[config.mk]
export PLATFORM = sky130hd
export DESIGN_NAME = mem_arbiter
export DESIGN_NICKNAME = d
export VERILOG_FILES = /design/src/rtl/mem_arbiter.sv
export SDC_FILE = /design/constraint.sdc
export NUM_CORES = 1
export LEC_CHECK = 0
export CORE_AREA = 2 2 319 321
export DETAILED_ROUTE_END_ITERATION = 8
export DIE_AREA = 0 0 321 323
export GPL_ROUTABILITY_DRIVEN = 0
export GPL_TIMING_DRIVEN = 0
export SETUP_SLACK_MARGIN = 0.3
export SKIP_LAST_GASP = 1
export SYNTH_ARGS = -nofsm -noshare
export SYNTH_HDL_FRONTEND = slang
export SYNTH_SLANG_ARGS = --single-unit
[constraint.sdc]
create_clock -name clk -period 2.1 [get_ports clk]
set_input_delay 0.21 -clock clk [delete_from_list [all_inputs] [get_ports clk]]
set_output_delay 0.21 -clock clk [all_outputs]
set_load 0.05 [all_outputs]
[src/rtl/mem_arbiter.sv]
// Two-client (I-cache / D-cache) arbiter onto a single physical memory port.
// D side wins ties unless I has waited STARVE_LIMIT consecutive D grants.
module mem_arbiter #(
  parameter int STARVE_LIMIT = 4
) (
  input  logic         clk,
  input  logic         reset_n,
  input  logic         i_read,
  input  logic         i_write,
  input  logic [15:0]  i_address,
  input  logic [127:0] i_wdata,
  output logic [127:0] i_rdata,
  output logic         i_resp,
  input  logic         d_read,
  input  logic         d_write,
  input  logic [15:0]  d_address,
  input  logic [127:0] d_wdata,
  output logic [127:0] d_rdata,
  output logic         d_resp,
  output logic         pmem_read,
  output logic         pmem_write,
  output logic [15:0]  pmem_address,
  output logic [127:0] pmem_wdata,
  input  logic [127:0] pmem_rdata,
  input  logic         pmem_resp
);

  localparam int CW = (STARVE_LIMIT < 1) ? 1 : $clog2(STARVE_LIMIT + 1);
  localparam logic [CW-1:0] LIMIT = CW'(STARVE_LIMIT);

  typedef enum logic [1:0] {IDLE, BUSY, DONE} state_t;

  state_t         state_q;
  logic           owner_q;
  logic [CW-1:0]  starve_q;
  logic [CW-1:0]  starve_d;
  logic           pmem_read_q;
  logic           pmem_write_q;
  logic [15:0]    pmem_address_q;
  logic [127:0]   pmem_wdata_q;
  logic           i_resp_q;
  logic           d_resp_q;
  logic [127:0]   i_rdata_q;
  logic [127:0]   d_rdata_q;

  logic           i_req;
  logic           d_req;
  logic           gnt_i_d;
  logic           gnt_wr_d;
  logic [15:0]    gnt_addr_d;
  logic [127:0]   gnt_wdata_d;

  always_comb begin
    i_req       = i_read | i_write;
    d_req       = d_read | d_write;
    gnt_i_d     = i_req && (!d_req || (starve_q == LIMIT));
    // A client asserting read and write together is treated as a write.
    gnt_wr_d    = gnt_i_d ? i_write : d_write;
    gnt_addr_d  = gnt_i_d ? i_address : d_address;
    gnt_wdata_d = gnt_i_d ? i_wdata : d_wdata;
    if (gnt_i_d || !i_req) begin
      starve_d = '0;
    end else if (starve_q == LIMIT) begin
      starve_d = starve_q;
    end else begin
      starve_d = starve_q + 1'b1;
    end
  end

  // The pmem outputs double as the latched request; they are only live in BUSY.
  always_ff @(posedge clk or negedge reset_n) begin
    if (!reset_n) begin
      state_q        <= IDLE;
      owner_q        <= 1'b0;
      starve_q       <= '0;
      pmem_read_q    <= 1'b0;
      pmem_write_q   <= 1'b0;
      pmem_address_q <= '0;
      pmem_wdata_q   <= '0;
      i_resp_q       <= 1'b0;
      d_resp_q       <= 1'b0;
      i_rdata_q      <= '0;
      d_rdata_q      <= '0;
    end else begin
      case (state_q)
        IDLE: begin
          if (i_req || d_req) begin
            state_q        <= BUSY;
            owner_q        <= !gnt_i_d;
            starve_q       <= starve_d;
            pmem_read_q    <= !gnt_wr_d;
            pmem_write_q   <= gnt_wr_d;
            pmem_address_q <= gnt_addr_d;
            pmem_wdata_q   <= gnt_wdata_d;
          end
        end
        BUSY: begin
          if (pmem_resp) begin
            state_q        <= DONE;
            pmem_read_q    <= 1'b0;
            pmem_write_q   <= 1'b0;
            pmem_address_q <= '0;
            pmem_wdata_q   <= '0;
            if (owner_q) begin
              d_resp_q  <= 1'b1;
              d_rdata_q <= pmem_rdata;
            end else begin
              i_resp_q  <= 1'b1;
              i_rdata_q <= pmem_rdata;
            end
          end
        end
        DONE: begin
          state_q   <= IDLE;
          i_resp_q  <= 1'b0;
          d_resp_q  <= 1'b0;
          i_rdata_q <= '0;
          d_rdata_q <= '0;
        end
        default: state_q <= IDLE;
      endcase
    end
  end

  assign pmem_read    = pmem_read_q;
  assign pmem_write   = pmem_write_q;
  assign pmem_address = pmem_address_q;
  assign pmem_wdata   = pmem_wdata_q;
  assign i_resp       = i_resp_q;
  assign d_resp       = d_resp_q;
  assign i_rdata      = i_rdata_q;
  assign d_rdata      = d_rdata_q;

endmodule

# Yosys cells after proc, flatten, opt, wreduce, memory -nomap -nowiden
# Cells that the tools add are included.
# op_classes
addsub	1
eq_ne	8
n_mux	31
bitwise_logic	2
reduce_logical	17
# op_table
operator	n
$mux W128	7
$pmux W128 S2	3
$mux W16	3
$pmux W16 S2	1
$reduce_and A3 Y1	4
$ne A2 B2 Y1 const B	5
$mux W1	8
$pmux W1 S2	4
$mux W3	2
$logic_not A1 Y1	4
$mux W2	2
$pmux W2 S2	1
$reduce_and A2 Y1	2
$reduce_bool A2 Y1	2
$add A3 B1 Y3 const B	1
$eq A3 B3 Y1 const B	1
$logic_or A1 B1 Y1	3
$eq A2 B1 Y1 const B	1
$eq A2 B2 Y1 const B	1
$logic_not A2 Y1	1
$or A1 B1 Y1	2
$logic_and A1 B1 Y1	1
# totals
reg_bits	410
in_bits	423
out_inout_bits	404
wordCells	70

# Logic depth before layout (Yosys ltp)
# depth
ltp_word	8
mapped_depth	7

# Least setup slack after synthesis
# No wires, ideal clock.
# synth_timing
path_kind	register to register
start	reg starve_q[0]
end	reg pmem_wdata_q[51], in the netlist pmem_wdata[51]
setup_time_ns	0.082
arrival_time_ns	1.509
setup_slack_ns	0.509
path_stages_with_launch	8
path_buffers	2
synth_period_minus_slack_ns	1.591
path_cell_list	dfrtp_1 inv_1 ha_1 o2bb2ai_1 buf_2 clkbuf_1 nand3_1 a31oi_1
# synth_via
elab_chain_len	6
# synth_rtl
item	line_no	rtl
start, declared	35	logic [CW-1:0] starve_q;
start signal, assigned	90	starve_q <= starve_d;
$eq A3 B3 Y1	56	gnt_i_d = i_req && (!d_req || (starve_q == LIMIT));
$logic_or A1 B1 Y1	56	
$logic_and A1 B1 Y1	56	
$mux W128	60	gnt_wdata_d = gnt_i_d ? i_wdata : d_wdata;
$mux W128	87	if (i_req || d_req) begin
$pmux W128 S2	85	case (state_q)
end signal, assigned	94	pmem_wdata_q <= gnt_wdata_d;
end, declared	40	logic [127:0] pmem_wdata_q;
# Every way passes these cells. The select of a mux whose other input is x is not followed.
# A chain may end at the register's enable or synchronous reset.

# Worst setup path after layout
# layout_timing
start	in i_write
end	reg pmem_address_q[7], in the netlist pmem_address[7]
# layout_via
elab_chain_len	5
# layout_rtl
item	line_no	rtl
start, declared	9	input logic i_write,
$or A1 B1 Y1 (*)	54	i_req = i_read | i_write;
$logic_and A1 B1 Y1	56	
$mux W16	59	gnt_addr_d = gnt_i_d ? i_address : d_address;
$mux W16	87	
$pmux W16 S2	85	
end signal, assigned	93	pmem_address_q <= gnt_addr_d;
end, declared	39	logic [15:0] pmem_address_q;
# Mark *: on every way between the ends. The rest lies on a longest branch, timed or not. The select of a mux whose other input is x is not followed.

==> impl_metrics.py <==
metrics = {
    "run_status": {
        "status": "completed",
    },
    "synth": {
        "syn_nets": 2435,
        "async_reset_ff_frac": 1.00,
        "netlist.area_leader.share": 0.563,
        "synth-seq-cells": 410,
        "synth_edf_count": 0,
        "ys_types": 36,
        "syn_area_per_cell_sq_um": 9.06,
        "seq_area_frac_synth": 0.563,
        "syn-cell-area_sq_um": 18200,
        "synth_top_cell_by_area": "dfrtp_1",
        "synthFlopType": "dfrtp_1",
        "synth_area_leaders": "dfrtp_1, nand2_1, a21oi_1, a22oi_1, a31oi_1",
        "yosysWarnings": 0,
        "syn_inst": 2010,
    },
    "setup_path": {
        "crit_path_end_kind": "flip-flop",
        "critPathArrivalTime_ns": 2.30,
        "setup.worst_path.start_class": "input pin",
        "path_class": "input pin to flip-flop",
        "crit_end": "pmem_address[7]",
        "crit_path_max_fanout": 10,
        "r2r_setup_slack_ns": 0.34,
        "r2r_cells": 7,
        "r2r-end": "pmem_wdata[120]",
        "critical_path.startpoint": "i_write",
        "r2r_start": "state_q[1]",
        "worst-endpoint-required_ns": 2.63,
    },
    "floorplan": {
        "die_h_microns": 323,
        "io_pins": 827,
        "die_area_sq_um": 104000,
        "fp.coreArea_sq_um": 101000,
        "dieWidth_microns": 321,
        "start_util": 0.181,
        "num_rows": 117,
    },
    "finish": {
        "fillerInstances": 10676,
        "syn_to_final_growth_pct": 71.0,
        "fin_util": 0.309,
        "seq_area_sq_um": 10300,
        "fin_cells": 4261,
        "fin_nets": 3340,
        "drive_gt1_frac": 0.147,
        "multi_input_area_sq_um": 7000,
    },
    "global_route": {
        "grt_pass1_vias": 19571,
        "grt_pass1_wl_microns": 138000,
        "grt.total_usage": 0.180,
        "antenna_found_initial": 12,
        "grt_overflow": 0,
        "grt_max_degree": 111,
    },
    "drt": {
        "ant_nets": 0,
        "vias_per_cell": 4.61,
        "vias": 19629,
        "drtIter0Drc": 1287,
        "wl_microns": 98800,
        "wl_per_cell_microns": 23.2,
        "firstDrtPassIters": 5,
        "drc": 0,
    },
    "sta": {
        "period_share": 0.841,
        "tightest_slew_ns": 0.729,
        "rsz0062_at_grt": "true",
        "min_period_ns": 1.77,
        "final_max_slew_viol_count": 0,
        "finalSetupViolCount": 0,
        "fin_skew_ns": 0.0128,
        "fmax_mhz": 566,
        "finalSetupTns_ns": 0,
        "slew_headroom": 0.514,
        "hold_viol": 0,
    },
    "cts": {
        "cts-root-buf": "clkbuf_16",
        "h-tree-depth": 2,
        "clk_latency_ns": 0.62,
        "clock_sinks": 410,
        "cts_tree": "yes",
        "clkTransAtPathRegs_ns": 0.06,
        "cts_buffers": 50,
        "clk_path_buf_depth": 3,
    },
    "placed_design": {
        "io_buffers": 826,
        "hpwl_microns": 77400,
        "dp_cells": 4149,
    },
    "job": {
        "drv_cap": 0,
    },
    "power": {
        "power.leakage_uw": 0.0155,
        "peakVddDrop_mv": 0.679,
        "p_per_area_nw_per_um2": 1800,
    },
    "min_path": {
        "min_path_type": "input pin to asynchronous set/reset pin",
    },
}
==> routing by layer <==
metal | GRT usage | share of wire | wire [microns]
met1 | 0.205 | 0.38 | 37400
met5 | 0 | 0.00077 | 76
met2 | 0.304 | 0.48 | 47000
met3 | 0.0653 | 0.097 | 9550
met4 | 0.0774 | 0.048 | 4760
==> synthesized netlist by cell type (2+ instances only) <==
cell	count
inv_1	5
a21oi_1	257
buf_2	79
buf_6	16
dfrtp_1	410
clkbuf_1	104
a22oi_1	144
ha_1	2
a31oi_1	146
nand2_1	513
nor2b_1	2
mux2_2	2
nand3_1	144
or2_2	2
and4b_1	2
o21ai_0	148
buf_1	12
nor2_1	4
==> cells in the final DEF (no fill, tap or decap), types with 33 or more instances in the layout <==
cell             count
clkdlybuf4s50_1    421
clkbuf_1            34
a21oi_1            257
buf_2               54
a22oi_1            144
buf_6               35
dfrtp_1            407
nand2_1            513
clkbuf_2            66
clkbuf_16           50
clkdlybuf4s15_1     61
o21ai_0            144
clkdlybuf4s15_2    108
buf_4               33
nand3_1            144
dlymetal6s2s_1     215
a31oi_1            145
==> registers in the layout, indices dropped and copies added, names as in the netlist, 2 cells and up <==
register	count
i_rdata	128
pmem_wdata	128
d_rdata	128
state_q	2
pmem_address	16
starve_q	3
==> how the worst min path moves through the flow <==
stage | slack [ns] | startpoint | to | cells after the start
6_report | 0.08 | reset_n | pmem_wdata[67] | 2
5_1_grt | 0.07 | reset_n | pmem_wdata[64] | 2
4_1_cts | 0.05 | reset_n | pmem_wdata[64] | 2
3_5_place_dp | 0.13 | reset_n | pmem_wdata[64] | 1
3_3_place_gp | 0.51 | d_rdata[81] | d_rdata[81] | 2
2_1_floorplan | -0.09 | reset_n | d_rdata[0] | 0
==> cell families after synthesis <==
kind of cell | after synthesis | synth area share
buf+inv | 217 | 0.0569
flops | 410 | 0.563
fa+ha+maj | 2 | 0.00137
compound gates | 701 | 0.224
simple gates | 678 | 0.153
mux | 2 | 0.00124
==> final cells by class <==
cell class,instances,share of cell area
Inverter,5,0.000603
Clock inverter,20,0.00820
Sequential cell,410,0.330
Clock buffer,66,0.0447
Tap cell,1309,0.0526
Timing Repair Buffer,853,0.294
Multi-Input combinational cell,1383,0.225
Buffer,212,0.0451
Antenna cell,3,0.000241
==> per-stage QoR <==
| stage | hold WS [ns] | setup WS [ns] | area (sq um) | power, uW |
|---|---|---|---|---|
| after floorplan | -0.0856 | 0.509 | 18200 | 33700 |
| after global placement | 0.509 | -18.53 | 28100 | 47200 |
| after detailed placement | 0.126 | -0.844 | 28200 | 47400 |
| after CTS | 0.0485 | 0.0231 | 30400 | 56400 |
| after global routing | 0.0711 | 0.274 | 31100 | 58500 |
| final | 0.0764 | 0.334 | 31100 | 56000 |
==> critical path: stages <==
cell             delay, ns
clkdlybuf4s50_1       0.62
or2_2                 0.17
clkbuf_2              0.36
clkbuf_1              0.54
nand3_1               0.16
a31oi_1               0.22
==> power breakdown <==
group / total [uW] / internal (uW) / switching, uW
Combinational: 33100 / 9990 / 23100
Sequential: 14000 / 11700 / 2350
Clock: 8850 / 5160 / 3690
==> repair_timing <==
item / CTS / global route
hold endpoints to repair: 221 / 0
setup endpoints to repair: 803 / 581
pin swaps: 2 / 9
gates cloned: 2 / 1
setup buffers: 14 / 5
hold buffers: 1 / 0
gates resized for setup: 626 / 349
(Power assumes the default switching activity.)
